File: config.mk
export PLATFORM = sky130hd
export DESIGN_NAME = mux8_rr_arbiter
export DESIGN_NICKNAME = d
export VERILOG_FILES = /design/src/rtl/mux8_rr_arbiter_pkg.sv /design/src/rtl/mux8_rr_arbiter_mux8x1.sv /design/src/rtl/mux8_rr_arbiter.sv
export SDC_FILE = /design/constraint.sdc
export NUM_CORES = 1
export LEC_CHECK = 0
export BUFFER_PORTS_ARGS = -buffer_cell sky130_fd_sc_hd__buf_2
export CAP_MARGIN = 10
export CELL_PAD_IN_SITES_DETAIL_PLACEMENT = 0
export CELL_PAD_IN_SITES_GLOBAL_PLACEMENT = 2
export CORE_ASPECT_RATIO = 0.8
export CORE_MARGIN = 4
export CORE_UTILIZATION = 39
export CTS_CLUSTER_DIAMETER = 100
export CTS_CLUSTER_SIZE = 8
export DETAILED_ROUTE_END_ITERATION = 16
export PLACE_DENSITY_LB_ADDON = 0.1
export SYNTH_ARGS = -nofsm -noshare
export SYNTH_HDL_FRONTEND = slang
export SYNTH_SLANG_ARGS = --single-unit
File: constraint.sdc
create_clock -name clk -period 6 [get_ports clk]
set_input_delay 0 -clock clk [delete_from_list [all_inputs] [get_ports clk]]
set_output_delay 0 -clock clk [all_outputs]
set_load 0.02 [all_outputs]
File: src/rtl/mux8_rr_arbiter_pkg.sv
// Shared sizes, state encoding and the round-robin pick helper for the
// 8-way shared-line arbiter.
package mux8_rr_arbiter_pkg;

    localparam int N_REQ  = 8;
    localparam int SEL_W  = 3;
    localparam int HOLD_W = 9;

    typedef enum logic [1:0] {
        IDLE  = 2'd0,
        GRANT = 2'd1,
        GAP   = 2'd2
    } arb_state_t;

    // Rotate so bit 0 is the requester just after ptr, take the lowest set
    // bit, then undo the rotation. Result is {found, winner index}.
    function automatic logic [SEL_W:0] rr_pick(
        input logic [N_REQ-1:0] req_v,
        input logic [SEL_W-1:0] ptr_v
    );
        logic [2*N_REQ-1:0] dbl_v;
        logic [N_REQ-1:0]   rot_v;
        logic [SEL_W:0]     shamt_v;
        logic [SEL_W-1:0]   off_v;
        logic [SEL_W-1:0]   idx_v;
        dbl_v   = {req_v, req_v};
        shamt_v = {1'b0, ptr_v} + 4'd1;
        rot_v   = N_REQ'(dbl_v >> shamt_v);
        off_v   = 3'd0;
        for (int j = N_REQ - 1; j >= 0; j--) begin
            if (rot_v[j]) begin
                off_v = SEL_W'(j);
            end
        end
        idx_v = ptr_v + 3'd1 + off_v;
        return {|rot_v, idx_v};
    endfunction

endpackage

File: src/rtl/mux8_rr_arbiter_mux8x1.sv
// Existing 8:1 single-bit mux, built as a three-level tree of 2:1 cells.
module mux2x1 (
    input  logic a,
    input  logic b,
    input  logic s,
    output logic y
);
    assign y = s ? b : a;
endmodule

module mux8x1 (
    input  logic [7:0] in,
    input  logic [2:0] sel,
    output logic       out
);
    logic [3:0] lvl0_s;
    logic [1:0] lvl1_s;

    mux2x1 u_m00 (.a(in[0]), .b(in[1]), .s(sel[0]), .y(lvl0_s[0]));
    mux2x1 u_m01 (.a(in[2]), .b(in[3]), .s(sel[0]), .y(lvl0_s[1]));
    mux2x1 u_m02 (.a(in[4]), .b(in[5]), .s(sel[0]), .y(lvl0_s[2]));
    mux2x1 u_m03 (.a(in[6]), .b(in[7]), .s(sel[0]), .y(lvl0_s[3]));
    mux2x1 u_m10 (.a(lvl0_s[0]), .b(lvl0_s[1]), .s(sel[1]), .y(lvl1_s[0]));
    mux2x1 u_m11 (.a(lvl0_s[2]), .b(lvl0_s[3]), .s(sel[1]), .y(lvl1_s[1]));
    mux2x1 u_m20 (.a(lvl1_s[0]), .b(lvl1_s[1]), .s(sel[2]), .y(out));
endmodule

File: src/rtl/mux8_rr_arbiter.sv
// Round-robin owner arbitration for a single shared data line with a bounded
// hold time; the owner's data bit is routed through an 8:1 mux.
module mux8_rr_arbiter
    import mux8_rr_arbiter_pkg::*;
#(
    parameter int MAX_HOLD = 16
) (
    input  logic             clk,
    input  logic             rst,
    input  logic [N_REQ-1:0] req,
    input  logic [N_REQ-1:0] din,
    output logic [N_REQ-1:0] gnt,
    output logic [SEL_W-1:0] sel,
    output logic             dout,
    output logic             busy,
    output logic             timeout
);

    localparam logic [HOLD_W-1:0] MAX_HOLD_C = HOLD_W'(MAX_HOLD);

    arb_state_t        state_r, state_n_s;
    logic [N_REQ-1:0]  gnt_r, gnt_n_s;
    logic [SEL_W-1:0]  sel_r, sel_n_s;
    logic [SEL_W-1:0]  ptr_r, ptr_n_s;
    logic [HOLD_W-1:0] hold_r, hold_n_s;
    logic              busy_r, busy_n_s;
    logic              timeout_r, timeout_n_s;
    logic [SEL_W:0]    pick_s;

    assign pick_s = rr_pick(req, ptr_r);

    // Next-state and next-output decode for the IDLE/GRANT/GAP controller
    always_comb begin
        state_n_s   = state_r;
        gnt_n_s     = gnt_r;
        sel_n_s     = sel_r;
        ptr_n_s     = ptr_r;
        hold_n_s    = hold_r;
        busy_n_s    = busy_r;
        timeout_n_s = 1'b0;
        case (state_r)
            IDLE: begin
                if (pick_s[SEL_W]) begin
                    state_n_s = GRANT;
                    gnt_n_s   = 8'd1 << pick_s[SEL_W-1:0];
                    sel_n_s   = pick_s[SEL_W-1:0];
                    ptr_n_s   = pick_s[SEL_W-1:0];
                    busy_n_s  = 1'b1;
                    hold_n_s  = 9'd1;
                end else begin
                    gnt_n_s  = 8'd0;
                    busy_n_s = 1'b0;
                end
            end
            GRANT: begin
                if (req[sel_r] && (hold_r < MAX_HOLD_C)) begin
                    hold_n_s = hold_r + 9'd1;
                end else begin
                    // Release wins over the limit when both happen together
                    state_n_s   = GAP;
                    gnt_n_s     = 8'd0;
                    busy_n_s    = 1'b0;
                    hold_n_s    = 9'd0;
                    timeout_n_s = req[sel_r];
                end
            end
            GAP: begin
                state_n_s = IDLE;
                gnt_n_s   = 8'd0;
                busy_n_s  = 1'b0;
            end
            default: begin
                state_n_s = IDLE;
                gnt_n_s   = 8'd0;
                busy_n_s  = 1'b0;
                hold_n_s  = 9'd0;
            end
        endcase
    end

    // Controller state and registered outputs; ptr resets to 7 so requester 0 wins first
    always_ff @(posedge clk or posedge rst) begin
        if (rst) begin
            state_r   <= IDLE;
            gnt_r     <= 8'd0;
            sel_r     <= 3'd0;
            ptr_r     <= 3'd7;
            hold_r    <= 9'd0;
            busy_r    <= 1'b0;
            timeout_r <= 1'b0;
        end else begin
            state_r   <= state_n_s;
            gnt_r     <= gnt_n_s;
            sel_r     <= sel_n_s;
            ptr_r     <= ptr_n_s;
            hold_r    <= hold_n_s;
            busy_r    <= busy_n_s;
            timeout_r <= timeout_n_s;
        end
    end

    assign gnt     = gnt_r;
    assign sel     = sel_r;
    assign busy    = busy_r;
    assign timeout = timeout_r;

    mux8x1 u_mux (
        .in  (din),
        .sel (sel_r),
        .out (dout)
    );

endmodule

==> results of run 1 <==
-- cell families after synthesis --
logic type / synth area share, %
simple gates: 13.2
buf+inv: 5.24
mux: 20.5
xor+xnor: 1.52
flops: 37.5
fa+ha+maj: 3.11
compound gates: 19.0
-- per-stage QoR --
stage | cells | hold slack, ps | setup WS (ps) | power (µW)
final | 243 | -49.8 | 2790 | 1100
after detailed placement | 239 | 307 | 2810 | 998
after global routing | 243 | 57.1 | 2580 | 1190
after CTS | 243 | 1.60 | 2770 | 1110
after global placement | 239 | 273 | 2830 | 991
after floorplan | 162 | 50.5 | 2820 | 872
-- cell type report --
class	count	share of cell area (%)
clock buffer	4	2.22
inverter	7	1.29
multi-input combinational	116	51.5
sequential	27	33.5
tap	57	3.51
timing repair buffer	32	8.01
-- cells in the mapped netlist (3+ instances only) --
cell	count
a21o_1	3
a21oi_1	3
a22o_1	3
a2bb2oi_1	3
buf_2	4
buf_4	3
clkbuf_1	3
dfrtp_1	24
dfstp_2	3
inv_1	7
mux2_2	4
mux2i_1	3
mux4_2	12
nand2_1	15
nand2b_1	3
nor2_1	13
o21ai_0	10
or3_1	3
-- layer usage --
layer	vias to the layer above	global-route usage [%]	routed length [µm]
met3	2	4.28	298
met4	0	1.81	12
met5	-	0	0
met1	692	22.6	2030
met2	45	20.6	1620
li1	667	-	-
-- registers in the layout, indices dropped and copies added (netlist names) --
register	count
hold_r	9
gnt	8
busy	1
sel	3
state_r	2
ptr_r	3
timeout	1
-- power by group --
group          internal [µW]  total [µW]  switching [µW]
combinational            296         665             369
clock                   47.6         105            57.1
sequential               239         326            86.3
total                    583        1100             512
-- worst max-delay path by stage --
stage	start	endpoint	slack, ps	cells after the start
after floorplan	ptr_r[1]$_DFFE_PP1P_	gnt[1]$_DFFE_PP0P_	2820	11
after global placement	ptr_r[1]$_DFFE_PP1P_	gnt[0]$_DFFE_PP0P_	2830	10
after detailed placement	ptr_r[1]$_DFFE_PP1P_	gnt[0]$_DFFE_PP0P_	2810	10
after CTS	ptr_r[1]$_DFFE_PP1P_	gnt[3]$_DFFE_PP0P_	2770	9
after global routing	ptr_r[1]$_DFFE_PP1P_	gnt[3]$_DFFE_PP0P_	2580	9
final	ptr_r[1]$_DFFE_PP1P_	gnt[3]$_DFFE_PP0P_	2790	9
==> impl_metrics.tcl, run 1 <==
set metrics [dict create \
    outcome "finished with violations" \
    violations "negative hold slack" \
    synth_area_mm2 0.00181 \
    yosysWarnings 0 \
    dieArea_mm2 0.00581 \
    insertion_delay_ps 270 \
    cellLeakagePower_uw 0.000895 \
    syn_nets 183 \
    slew_viol_final 0 \
    clock-skew-final_ps 7.57 \
    cts_tree "done" \
    synth_area_leaders "dfrtp_1 33%, mux4_2 15%, dfstp_2 4.3%" \
    nets 208 \
    io_pins 32 \
    regArea_um2 679 \
    endpoint_kind "register" \
    drive_gt1_share_pct 33.9 \
    gr-total-overflow 0 \
    maxSlewHeadroom_pct 32.1 \
    critPathBufInv 0 \
    tightest_slew_ps 1020 \
    layout_commonest_cell "buf_2" \
    ir_worst_vdd_v 0.000373 \
    avgSynthCellArea_um2 11.2 \
    cp-start-kind "register" \
    grt_max_degree 28 \
    yosysSeqAreaShare_pct 37.5 \
    rr_startpoint "ptr_r[1]$_DFFE_PP1P_" \
    wl_mm 3.97 \
    path_cells "mux4_2 -> nor2b_1 -> o221ai_1 -> o21ai_0 -> o211ai_1 -> ha_1 -> fa_1 -> nor2_1 -> a32o_1" \
    layout_common_cells "31 x buf_2, 24 x dfrtp_1, 15 x nand2_1, 13 x nor2_1, 12 x mux4_2" \
    wire_per_inst_um 16.3 \
    grt_usage_pct 14.7 \
    num_vias 1406 \
    grt_pass1_wl_mm 6.76 \
    gp_congestion 0.851 \
    crit_required_ps 6210 \
    hold_path_class "in2async" \
    yosysTopAreaCell "dfrtp_1" \
    cts_resized 0 \
    synth_cells 162 \
    clock_path_buffers 2 \
    finalHoldViolations 24 \
    regToRegSetupSlack_ps 2790 \
    htreeDepth 1 \
    place_area_mm2 0.00198 \
    core_area_mm2 0.00434 \
    cts_buffers 3 \
    synth_cell_types 51 \
    design_area_mm2 0.00203 \
    path_clk_slew_ps 100 \
    fin_crit_sh_pct 53.5 \
    async_flop_share_pct 100 \
    synth_seq_cells 27 \
    via_per_inst 5.79 \
    post-route-util_pct 46.8 \
    cpMaxStageDelayCell "dfstp_2" \
    timing.setup.tns_ps 0 \
    grt_pass1_vias 1296 \
    reg2reg_to "gnt[3]$_DFFE_PP0P_" \
    syn_to_final_growth_pct 11.9 \
    synth_edf_count 0 \
    dp.final_hpwl_mm 2.81 \
    whs_ps -49.8 \
    first_iter_violations 147 \
    arrival_ps 3420 \
    r2r_cells 9 \
    cts.sinks 27 \
    holdBufCountCts 0 \
    synth_top_cell_area_share_pct 33.1 \
    row_count 21 \
    die_x_um 84.2 \
    fmax_ghz 0.311 \
    crit_type "reg2reg" \
    max_stage_delay_ps 750 \
    drcViolationCount 0 \
    power_density_mw_per_mm2 540 \
    crit_path_max_fanout 18 \
    cts_setup_buffers 0 \
    fin_crit_ps 3210 \
    rsz0062_at_grt "false" \
    critPathTopFamily "flip-flops" \
    antenna_found_initial 0 \
    ant_nets 0 \
    initial_core_util_pct 41.8 \
    io_buffers 31 \
    fillers 419 \
    die_h_um 69.0 \
    firstDrtPassIters 4 \
    cts_root_buffer "clkbuf_8" \
    drv_cap 0 \
    multi_input_area_mm2 0.00104 \
    num_antenna_cells 0 \
    setup_viol 0 \
    synth_flop_cell "dfrtp_1" \
]
(Power assumes the default switching activity.)
==> inputs of run 2 (changes only) <==
- CORE_UTILIZATION: 39 -> 36
- clock period: 6 -> 3.3 ns (I/O delays scaled with it)
==> run 2 against run 1 <==
  * The flow still finishes with violations (negative hold slack)
  * Routed wire length rose by 8.4%
  * Utilization shrank 3.4 points
  * Sequential power is 76% higher
  * Largest power group unchanged
==> impl_metrics.tcl, run 2 (synthesized netlist as in run 1, its figures left out) <==
set metrics [dict create \
    outcome "finished with violations" \
    violations "negative hold slack" \
    tightest_slew_ps 1030 \
    dieArea_mm2 0.00624 \
    syn_to_final_growth_pct 13.5 \
    die_x_um 87.3 \
    p_sw_uw 953 \
    holdBufCountCts 0 \
    grt_pass1_vias 1414 \
    grt_max_degree 28 \
    io_pins 32 \
    cts_root_buffer "clkbuf_8" \
    p_int_uw 1080 \
    power_uw 2030 \
    largest_register_ffs 9 \
    pwr-share-comb_pct 62.4 \
    ant_nets 0 \
    switching_share_pct 46.9 \
    place_area_mm2 0.00201 \
    core_area_mm2 0.00473 \
    crit_path_max_fanout 10 \
    fin_crit_ps 3110 \
    gp_congestion 0.812 \
    hold_path_class "in2async" \
    fmax_ghz 0.322 \
    cts_resized 0 \
    drive_gt1_share_pct 35.4 \
    whs_ps -40.2 \
    crit_end "gnt[2]$_DFFE_PP0P_" \
    firstDrtPassIters 4 \
    power_density_mw_per_mm2 989 \
    via_per_inst 5.74 \
    drv_cap 0 \
    first_iter_violations 109 \
    grt_pass1_wl_mm 7.18 \
    fin_crit_sh_pct 94.2 \
    design_area_mm2 0.00206 \
    ir_worst_vdd_v 0.000603 \
    finalHoldViolations 24 \
    timing.setup.tns_ps 0 \
    drcViolationCount 0 \
    wl_mm 4.30 \
    antenna_found_initial 0 \
    setup_viol 0 \
    arrival_ps 3320 \
    gr-total-overflow 0 \
    cellLeakagePower_uw 0.000912 \
    initial_core_util_pct 38.3 \
    die_h_um 71.5 \
    maxSlewHeadroom_pct 31.1 \
    path_clk_slew_ps 90 \
    pwr-share-clk_pct 9.4 \
    layoutNonFillerInstCount 249 \
    dp.final_hpwl_mm 3.08 \
    crit_type "reg2reg" \
    reg2reg_to "gnt[2]$_DFFE_PP0P_" \
    htreeDepth 1 \
    wire_per_inst_um 17.3 \
    rsz0062_at_grt "false" \
    num_antenna_cells 0 \
    cp-start-kind "register" \
    seqPwrFrac_pct 28.3 \
    regToRegSetupSlack_ps 190 \
    grt_usage_pct 14.3 \
    r2r_cells 9 \
    rr_startpoint "ptr_r[1]$_DFFE_PP1P_" \
    layout_commonest_cell "buf_2" \
    place_inst 245 \
    largest_register "hold_r" \
    cts_setup_buffers 0 \
    clock-skew-final_ps 2.86 \
    slew_viol_final 0 \
    io_buffers 31 \
    clock_path_buffers 2 \
    cts.sinks 27 \
    crit_required_ps 3520 \
    layout_common_cells "31 x buf_2, 24 x dfrtp_1, 15 x nand2_1, 13 x nor2_1, 12 x mux4_2" \
    row_count 22 \
    cp-startpoint "ptr_r[1]$_DFFE_PP1P_" \
    cts_buffers 3 \
    num_vias 1429 \
    insertion_delay_ps 270 \
    nets 211 \
    post-route-util_pct 43.4 \
    cts_tree "done" \
    endpoint_kind "register" \
]
[run 2: changes by cell type in the layout (fill, tap and decap cells not counted), sizes merged]
cell	previous run	this run
clkbuf	4	3
clkinv	0	1
buf	32	35
[run 2: metal layers]
layer	up-vias	GRT usage, %	share of wire [%]
met2	43	21.3	44
met4	0	1.53	0.44
met3	2	3.56	6.6
met5	-	0	0
met1	709	21.6	49
li1	675	-	-
[run 2: worst min path at each step]
stage | startpoint | to | cells past startpoint
floorplan | rst | busy$_DFFE_PP0P_ | 1
global placement | rst | gnt[4]$_DFFE_PP0P_ | 2
detailed placement | rst | gnt[4]$_DFFE_PP0P_ | 2
CTS | rst | busy$_DFFE_PP0P_ | 2
global route | rst | gnt[4]$_DFFE_PP0P_ | 2
finish | rst | gnt[4]$_DFFE_PP0P_ | 2
[run 2: power groups by stage]
stage / Sequential (µW) / Combinational [µW] / Clock (µW)
finish: 575 / 1270 / 190
global route: 599 / 1410 / 210
CTS: 579 / 1290 / 199
detailed placement: 585 / 1280 / 0
global placement: 580 / 1260 / 0
floorplan: 518 / 1070 / 0
[run 2: per-stage QoR]
step / hold WS [ps] / setup WS [ps]
floorplan: 50.5 / 116
global placement: 282 / 280
detailed placement: 312 / 210
CTS: 1.40 / 186
global route: 49.2 / 7.46
finish: -40.2 / 192
[run 2: cell type report]
cell class / instances / area (µm²)
Timing Repair Buffer: 35 / 185
Clock buffer: 3 / 41.3
Sequential cell: 27 / 679
Fill cell: 460 / 2680
Tap cell: 60 / 75.1
Clock inverter: 1 / 5.00
Inverter: 7 / 26.3
Multi-Input combinational cell: 116 / 1040
[run 2: critical path, cell delays in order, from the launching register on]
cell	delay, ps
dfstp_2	670
mux4_2	570
nor2b_1	160
o221ai_1	160
o21ai_0	100
o211ai_1	180
ha_1	190
fa_1	510
nor2_1	290
a32o_1	210
